File: config.mk
export PLATFORM = sky130hd
export DESIGN_NAME = ex_result_stage
export DESIGN_NICKNAME = d
export VERILOG_FILES = /design/src/rtl/ex_pkg.sv /design/src/rtl/pipe_skid_reg.sv /design/src/rtl/ex_result_stage.sv
export SDC_FILE = /design/constraint.sdc
export NUM_CORES = 1
export LEC_CHECK = 0
export ABC_CLOCK_PERIOD_IN_PS = 8550
export CAP_MARGIN = 20
export CORE_ASPECT_RATIO = 2
export CORE_MARGIN = 4
export CORE_UTILIZATION = 47
export DETAILED_ROUTE_END_ITERATION = 7
export GPL_TIMING_DRIVEN = 0
export PLACE_DENSITY = 0.77
export SYNTH_ARGS = -nofsm -noshare
export SYNTH_HDL_FRONTEND = slang
export SYNTH_SLANG_ARGS = --single-unit
export TNS_END_PERCENT = 5
File: constraint.sdc
create_clock -name clk -period 8.55 [get_ports clk]
set_input_delay 1.71 -clock clk [delete_from_list [all_inputs] [get_ports clk]]
set_output_delay 1.71 -clock clk [all_outputs]
set_load 0.01 [all_outputs]
File: src/rtl/ex_pkg.sv
// rtl/ex_pkg.sv - shared types and constants for the execute result stage
package ex_pkg;

    localparam int EX_WIDTH = 64;
    localparam int EX_RD_W  = 5;

    // Bit positions inside the {N,Z,V,C} flag vector
    localparam int N_IDX = 3;
    localparam int Z_IDX = 2;
    localparam int V_IDX = 1;
    localparam int C_IDX = 0;

    // A64 branch condition codes
    typedef enum logic [3:0] {
        EQ = 4'h0,
        NE = 4'h1,
        HS = 4'h2,
        LO = 4'h3,
        MI = 4'h4,
        PL = 4'h5,
        VS = 4'h6,
        VC = 4'h7,
        HI = 4'h8,
        LS = 4'h9,
        GE = 4'hA,
        LT = 4'hB,
        GT = 4'hC,
        LE = 4'hD,
        AL = 4'hE,
        NV = 4'hF
    } cond_e;

    // One buffered execute result headed for the memory stage
    typedef struct packed {
        logic [EX_WIDTH-1:0] result;
        logic [EX_RD_W-1:0]  rd;
        logic                reg_write;
    } ex_entry_t;

endpackage

File: src/rtl/pipe_skid_reg.sv
// rtl/pipe_skid_reg.sv - two-entry skid buffer carrying execute results
module pipe_skid_reg
    import ex_pkg::*;
(
    input  logic      clk,
    input  logic      reset,
    input  logic      in_valid,
    output logic      in_ready,
    input  ex_entry_t in_data,
    output logic      out_valid,
    input  logic      out_ready,
    output ex_entry_t out_data
);

    logic      main_valid_q, main_valid_d;
    logic      skid_valid_q, skid_valid_d;
    ex_entry_t main_q, main_d;
    ex_entry_t skid_q, skid_d;
    logic      accept;
    logic      drain;

    // in_ready comes straight from a flop so upstream never sees out_ready combinationally
    assign in_ready  = !skid_valid_q;
    assign out_valid = main_valid_q;
    assign out_data  = main_q;

    // Next-state: main refills from skid first, otherwise from the input; skid catches input when main is stuck
    always_comb begin
        main_valid_d = main_valid_q;
        skid_valid_d = skid_valid_q;
        main_d       = main_q;
        skid_d       = skid_q;
        accept       = in_valid && !skid_valid_q;
        drain        = main_valid_q && out_ready;
        if (!main_valid_q || drain) begin
            if (skid_valid_q) begin
                main_d       = skid_q;
                main_valid_d = 1'b1;
                skid_valid_d = 1'b0;
            end else begin
                main_valid_d = accept;
                if (accept) begin
                    main_d = in_data;
                end
            end
        end else if (accept) begin
            skid_d       = in_data;
            skid_valid_d = 1'b1;
        end
    end

    // Occupancy flags; reset drops whatever is held
    always_ff @(posedge clk) begin
        if (reset) begin
            main_valid_q <= 1'b0;
            skid_valid_q <= 1'b0;
        end else begin
            main_valid_q <= main_valid_d;
            skid_valid_q <= skid_valid_d;
        end
    end

    // Payload registers need no reset; they are qualified by the valid flags
    always_ff @(posedge clk) begin
        main_q <= main_d;
        skid_q <= skid_d;
    end

endmodule

File: src/rtl/ex_result_stage.sv
// rtl/ex_result_stage.sv - execute output register, NZVC flag register and condition evaluator
module ex_result_stage
    import ex_pkg::*;
#(
    parameter int WIDTH = EX_WIDTH,
    parameter int RD_W  = EX_RD_W
) (
    input  logic             clk,
    input  logic             reset,
    input  logic             in_valid,
    output logic             in_ready,
    input  logic [WIDTH-1:0] in_result,
    input  logic [3:0]       in_flags,
    input  logic             in_set_flags,
    input  logic [RD_W-1:0]  in_rd,
    input  logic             in_reg_write,
    output logic             out_valid,
    input  logic             out_ready,
    output logic [WIDTH-1:0] out_result,
    output logic [RD_W-1:0]  out_rd,
    output logic             out_reg_write,
    output logic [3:0]       flags_nzvc,
    input  logic [3:0]       cond,
    output logic             cond_true
);

    ex_entry_t  in_entry;
    ex_entry_t  out_entry;
    logic [3:0] flags_q, flags_d;
    logic       f_n, f_z, f_v, f_c;

    // Pack the ALU outputs into a buffer entry
    always_comb begin
        in_entry.result    = in_result;
        in_entry.rd        = in_rd;
        in_entry.reg_write = in_reg_write;
    end

    pipe_skid_reg u_skid (
        .clk       (clk),
        .reset     (reset),
        .in_valid  (in_valid),
        .in_ready  (in_ready),
        .in_data   (in_entry),
        .out_valid (out_valid),
        .out_ready (out_ready),
        .out_data  (out_entry)
    );

    assign out_result    = out_entry.result;
    assign out_rd        = out_entry.rd;
    assign out_reg_write = out_entry.reg_write;

    // Flags update only when a flag-setting instruction is actually accepted
    always_comb begin
        flags_d = flags_q;
        if (in_valid && in_ready && in_set_flags) begin
            flags_d = in_flags;
        end
    end

    // Architectural NZVC register
    always_ff @(posedge clk) begin
        if (reset) begin
            flags_q <= 4'b0000;
        end else begin
            flags_q <= flags_d;
        end
    end

    assign flags_nzvc = flags_q;
    assign f_n        = flags_q[N_IDX];
    assign f_z        = flags_q[Z_IDX];
    assign f_v        = flags_q[V_IDX];
    assign f_c        = flags_q[C_IDX];

    // Condition evaluation sees only the registered flags; a same-cycle flag write is not forwarded
    always_comb begin
        cond_true = 1'b1;
        case (cond_e'(cond))
            EQ:      cond_true = f_z;
            NE:      cond_true = !f_z;
            HS:      cond_true = f_c;
            LO:      cond_true = !f_c;
            MI:      cond_true = f_n;
            PL:      cond_true = !f_n;
            VS:      cond_true = f_v;
            VC:      cond_true = !f_v;
            HI:      cond_true = f_c && !f_z;
            LS:      cond_true = !(f_c && !f_z);
            GE:      cond_true = (f_n == f_v);
            LT:      cond_true = (f_n != f_v);
            GT:      cond_true = !f_z && (f_n == f_v);
            LE:      cond_true = !(!f_z && (f_n == f_v));
            AL:      cond_true = 1'b1;
            NV:      cond_true = 1'b1;
            default: cond_true = 1'b1;
        endcase
    end

endmodule

==> impl_metrics.env, run 1 <==
export IMPL_rows=55
export IMPL_cp_arrival_ns=3.70
export IMPL_slowest_stage="clkdlybuf4s50_1"
export IMPL_drc_errors=0
export IMPL_pwr_share_seq_pct=47.4
export IMPL_critPathMaxStageDelay_ns=0.57
export IMPL_pwr_share_comb_pct=9.2
export IMPL_num_vias=3135
export IMPL_grt_usage_pct=17.4
export IMPL_stdcell_area_mm2=0.00797
export IMPL_clock_fmax_mhz=185
export IMPL_setup_viol=0
export IMPL_die_y_um=161
export IMPL_antenna_cells=0
export IMPL_start_util_pct=48.4
export IMPL_portBuffers=156
export IMPL_regToRegSetupSlack_ns=6.28
export IMPL_drive_above_1_share_pct=26.3
export IMPL_tritoncts_num_sinks=146
export IMPL_root_buffer="clkbuf_16"
export IMPL_fin_tns_setup_ns=0
export IMPL_grt_setup_unrepaired="no"
export IMPL_die_area_mm2=0.0136
export IMPL_hold_buffers=0
export IMPL_worstPathCellList="clkdlybuf4s50_1, buf_2, nand4_1, and3_1, o221ai_1, a2bb2oi_1, clkdlybuf4s50_1"
export IMPL_async_reset_ff_share_pct=0
export IMPL_whs_ns=0.545
export IMPL_worstPathMaxFanout=10
export IMPL_post_route_period_util_pct=63.3
export IMPL_die_w_um=84.5
export IMPL_synth_common_cells="edfxtp_1, mux2_2, buf_2"
export IMPL_drt_total_wl_um=11700
export IMPL_ys_top_cells_by_area="edfxtp_1, mux2_2, dfxtp_1, buf_2, mux2i_1"
export IMPL_clk_pin_slew_worst_paths_ns=0.05
export IMPL_synth_ff_type="edfxtp_1"
export IMPL_run_status="complete, no violations"
export IMPL_synth_top_area_share_pct=76.4
export IMPL_grt_pass1_vias=3319
export IMPL_crit_family="buffers and inverters"
export IMPL_first_pass_iters=4
export IMPL_post_cts_buffers=0
export IMPL_place_area_mm2=0.00735
export IMPL_dp_cells=583
export IMPL_critPathKind="input port to output pin"
export IMPL_critPathRequiredTime_ns=6.84
export IMPL_synth_edf_count=140
export IMPL_post_cts_resized=0
export IMPL_syn_area_mm2=0.00550
export IMPL_ant_nets=0
export IMPL_power_internal_mw=1.41
export IMPL_final_cells=614
export IMPL_viasPerCell=5.11
export IMPL_period_needed_ns=5.41
export IMPL_yosysTopAreaCell="edfxtp_1"
export IMPL_routabilityCongestion=0.865
export IMPL_cts_made_buffers=17
export IMPL_powerDensity_mw_per_mm2=220
export IMPL_area_growth_pct=44.9
export IMPL_hold_viol=0
export IMPL_synth_most_common_cell="edfxtp_1"
export IMPL_crit_buf_inv=3
export IMPL_synth_seq_cells=146
export IMPL_hold_path_class="register to register"
export IMPL_fillers=777
export IMPL_overflow=0
export IMPL_antenna_found_initial=0
export IMPL_grt_pass1_wl_um=17800
export IMPL_cts_htree_levels=4
export IMPL_ios=160
export IMPL_synthCells=277
export IMPL_cp_start_kind="input port"
export IMPL_drt_iter0_drc=165
export IMPL_yosysSeqAreaShare_pct=78.6
export IMPL_worst_pin_slew_ns=0.762
export IMPL_grt_max_degree=54
export IMPL_slew_headroom_pct=49.0
export IMPL_clk_latency_ns=0.41
export IMPL_power_frac_clock_pct=43.4
export IMPL_p_switching_mw=0.350
export IMPL_p_sw_share_pct=19.9
export IMPL_synth_cell_types=30
export IMPL_maxCapViolCount=0
export IMPL_drv_slew=0
export IMPL_end_kind="output pin"
export IMPL_cpMostUsedCell="clkdlybuf4s50_1"
export IMPL_finalClockSkew_ns=0.00750
export IMPL_ys_warnings_count=0
export IMPL_cts_path_max_buffers=2
export IMPL_cts_tree="yes"
export IMPL_drt_wirelength_per_cell_um=19.0
export IMPL_peakVddDrop_mv=0.160
export IMPL_place_hpwl_um=8490
export IMPL_p_total_mw=1.76
export IMPL_core_area_mm2=0.0114
export IMPL_post_synth_cell_area_avg_um2=19.9
export IMPL_p_leak_nw=2.76
export IMPL_fin_nets=543
export IMPL_synth_nets=360
-- worst register-to-register path, cell delays in order, from the launching register on --
cell     delay, ns
dfxtp_1       0.30
buf_2         0.19
buf_2         0.22
nor3b_2       0.65
buf_6         0.24
buf_6         0.17
buf_6         0.19
-- layer usage --
| metal | wire length, um | up-vias | track usage (%) |
|---|---|---|---|
| met5 | 0 | - | 0 |
| met4 | 393 | 0 | 9.01 |
| met3 | 562 | 23 | 5.46 |
| met2 | 6550 | 119 | 31.2 |
| met1 | 4180 | 1523 | 17.8 |
| li1 | - | 1470 | - |
-- power by group through the flow --
stage / registers (mW) / logic, mW / clock network (mW)
floorplan: 0.862 / 0.0442 / 0
global placement: 0.851 / 0.153 / 0
detailed placement: 0.847 / 0.163 / 0
CTS: 0.833 / 0.164 / 0.777
global route: 0.835 / 0.172 / 0.813
finish: 0.832 / 0.162 / 0.763
-- state kept, by name, indices dropped and copies added, names as in the netlist --
register,flops
flags_nzvc,4
u_skid.skid_valid_q,1
u_skid.out_valid,1
u_skid.out_data,70
u_skid.skid_q,70
-- path summary, 6_finish.rpt --
kind	startpoint	to	depth (start not counted)
max reg2reg	u_skid.skid_valid_q	u_skid.skid_q[26]	6
min	u_skid.skid_q[21]	u_skid.out_data[21]	1
min reg2reg	u_skid.skid_q[21]	u_skid.out_data[21]	1
max	cond[3]	cond_true	7
-- metrics by stage --
stage	setup WS, ns	utilization (%)
2_1_floorplan	0.924	-
3_3_place_gp	-2.06	63.8
3_5_place_dp	3.16	64.8
4_1_cts	3.14	70.2
5_1_grt	2.97	70.2
6_report	3.14	70.2
-- area by class of cell --
class	instances	area, um^2	area share, %
clock buffer	18	429	5.38
tap	142	178	2.23
buffer	13	70.1	0.879
clock inverter	13	186	2.34
sequential	146	4320	54.3
multi-input combinational	114	1100	13.8
inverter	4	15.0	0.188
timing repair buffer	164	1660	20.9
-- cells by family after synthesis --
logic type | synth area share (%)
multiplexers | 15.1
flip-flops | 78.6
AO/OA/AOI/OAI | 1.87
AND/OR/NAND/NOR | 2.59
XOR/XNOR | 0.319
buffers and inverters | 1.55
-- cell usage in the layout (no fill, tap or decap), types with 4 or more instances in the layout --
cell type,n
mux2i_1,4
clkdlybuf4s50_1,156
dfxtp_1,6
nor2_1,8
bufinv_16,4
clkbuf_16,17
edfxtp_1,140
buf_6,6
a31oi_1,4
mux2_2,70
buf_2,11
No activity file was read; power rests on OpenSTA's default activity.
==> run 2: changes to the inputs <==
--- a/config.mk
+++ b/config.mk
@@ -5,14 +5,14 @@
 export SDC_FILE = /design/constraint.sdc
 export NUM_CORES = 1
 export LEC_CHECK = 0
-export ABC_CLOCK_PERIOD_IN_PS = 8550
+export ABC_CLOCK_PERIOD_IN_PS = 4300
 export CAP_MARGIN = 20
 export CORE_ASPECT_RATIO = 2
 export CORE_MARGIN = 4
-export CORE_UTILIZATION = 47
+export CORE_UTILIZATION = 43
 export DETAILED_ROUTE_END_ITERATION = 7
 export GPL_TIMING_DRIVEN = 0
-export PLACE_DENSITY = 0.77
+export PLACE_DENSITY = 0.74
 export SYNTH_ARGS = -nofsm -noshare
 export SYNTH_HDL_FRONTEND = slang
 export SYNTH_SLANG_ARGS = --single-unit
==> constraint.sdc (replaced) <==
create_clock -name clk -period 4.3 [get_ports clk]
set_input_delay 0.86 -clock clk [delete_from_list [all_inputs] [get_ports clk]]
set_output_delay 0.86 -clock clk [all_outputs]
set_load 0.01 [all_outputs]
==> run 2 against run 1 <==
Effect of this change: sequential cell count unchanged; routed wire length up 3.3%; sequential share of layout area down 0.085 points; via count up 1.4%; critical path depth unchanged; hold slack better by 0.0038 ns; sequential power up 98%; power up 97%; setup slack worse by 2.6 ns; critical path type unchanged; largest power group unchanged.
==> impl_metrics.env, run 2 (synthesis gave the netlist of run 1 again) <==
export IMPL_run_status="complete, no violations"
export IMPL_post_cts_resized=0
export IMPL_die_y_um=168
export IMPL_critPathRequiredTime_ns=3.44
export IMPL_grt_max_degree=60
export IMPL_cts_tree="yes"
export IMPL_core_area_mm2=0.0126
export IMPL_maxCapViolCount=0
export IMPL_drt_total_wl_um=12100
export IMPL_crit_buf_inv=3
export IMPL_antenna_found_initial=0
export IMPL_start_util_pct=43.8
export IMPL_num_vias=3178
export IMPL_final_common_cell="clkdlybuf4s50_1"
export IMPL_drt_iter0_drc=135
export IMPL_hold_path_class="register to register"
export IMPL_root_buffer="clkbuf_16"
export IMPL_cts_made_buffers=17
export IMPL_worstPathMaxFanout=10
export IMPL_p_sw_share_pct=20.5
export IMPL_final_cell_mix="clkdlybuf4s50_1, edfxtp_1, mux2_2, clkbuf_16, buf_2"
export IMPL_finalClockSkew_ns=0.00880
export IMPL_die_area_mm2=0.0148
export IMPL_p_switching_mw=0.709
export IMPL_grt_pass1_wl_um=18400
export IMPL_slowest_stage="clkdlybuf4s50_1"
export IMPL_hold_depth=1
export IMPL_clock_fmax_mhz=266
export IMPL_pwr_share_comb_pct=9.4
export IMPL_pwr_share_seq_pct=47.9
export IMPL_setup_viol=0
export IMPL_grt_pass1_vias=3344
export IMPL_rows=58
export IMPL_p_total_mw=3.45
export IMPL_drt_wirelength_per_cell_um=19.5
export IMPL_cpMostUsedCell="clkdlybuf4s50_1"
export IMPL_power_frac_clock_pct=42.6
export IMPL_whs_ns=0.549
export IMPL_fin_nets=540
export IMPL_routabilityCongestion=0.732
export IMPL_peakVddDrop_mv=0.300
export IMPL_grt_setup_unrepaired="no"
export IMPL_p_leak_nw=2.76
export IMPL_slew_headroom_pct=43.5
export IMPL_crit_family="buffers and inverters"
export IMPL_viasPerCell=5.14
export IMPL_post_route_period_util_pct=87.4
export IMPL_ant_nets=0
export IMPL_portBuffers=156
export IMPL_critPathKind="input port to output pin"
export IMPL_place_hpwl_um=8650
export IMPL_hold_buffers=0
export IMPL_cts_htree_levels=4
export IMPL_cp_arrival_ns=2.90
export IMPL_powerDensity_mw_per_mm2=433
export IMPL_clk_pin_slew_worst_paths_ns=0.06
export IMPL_drive_above_1_share_pct=25.9
export IMPL_antenna_cells=0
export IMPL_ios=160
export IMPL_die_w_um=88.0
export IMPL_fin_tns_setup_ns=0
export IMPL_critPathMaxStageDelay_ns=0.57
export IMPL_grt_usage_pct=16.9
export IMPL_tritoncts_num_sinks=146
export IMPL_overflow=0
export IMPL_drc_errors=0
export IMPL_first_pass_iters=4
export IMPL_cp_start_kind="input port"
export IMPL_power_internal_mw=2.74
export IMPL_area_growth_pct=45.1
export IMPL_final_util_pct=63.6
export IMPL_worstRegToRegCells=6
export IMPL_worstPathCellList="clkdlybuf4s50_1, buf_2, nand4_1, and3_1, o221ai_1, a2bb2oi_1, clkdlybuf4s50_1"
export IMPL_hold_viol=0
export IMPL_drv_slew=0
export IMPL_end_kind="output pin"
export IMPL_post_cts_buffers=0
export IMPL_worst_pin_slew_ns=0.846
export IMPL_cts_path_max_buffers=2
export IMPL_cp_depth=7
export IMPL_period_needed_ns=3.76
export IMPL_clk_latency_ns=0.40
## run 2: worst paths after layout
kind | from | slack [ns] | endpoint
setup / recovery | cond[3] | 0.54 | cond_true
hold / removal | u_skid.skid_q[12] | 0.55 | u_skid.out_data[12]
setup reg to reg | u_skid.skid_valid_q | 1.95 | u_skid.skid_q[58]
hold reg to reg | u_skid.skid_q[12] | 0.55 | u_skid.out_data[12]
## run 2: per-stage QoR
stage	setup slack (ns)	instances	area (um^2)
global route	0.405	618	7980
detailed placement	0.564	588	7390
global placement	-1.84	583	7250
finish	0.541	618	7980
CTS	0.557	618	7980
floorplan	0.000269	277	5510
## run 2: worst reg2reg max path, delay by kind of cell, from the launching register on
family,cells,cell delay [ns]
buffers and inverters,5,1.03
flip-flops,1,0.30
AND/OR/NAND/NOR,1,0.73
## run 2: routing by layer
metal | track usage (%) | share of wire (%) | routed length (um) | up-vias
met4 | 6.21 | 1.7 | 204 | 0
met5 | 0 | 0 | 0 | -
met2 | 31.6 | 59 | 7120 | 115
li1 | - | - | - | 1466
met1 | 17.7 | 34 | 4150 | 1582
met3 | 3.92 | 5.0 | 599 | 15
## run 2: area by class of cell
class	count	area, um^2
Clock inverter	12	160
Buffer	13	70.1
Timing Repair Buffer	161	1690
Clock buffer	18	429
Tap cell	150	188
Fill cell	918	4570
Multi-Input combinational cell	114	1110
Inverter	4	15.0
Sequential cell	146	4320
## run 2: power groups by stage
stage          Clock (mW)  Combinational [mW]  Sequential (mW)
5_1_grt              1.57               0.347             1.66
4_1_cts              1.51               0.331             1.66
3_5_place_dp            0               0.329             1.69
2_1_floorplan           0              0.0881             1.71
3_3_place_gp            0               0.307             1.69
6_report             1.47               0.326             1.65
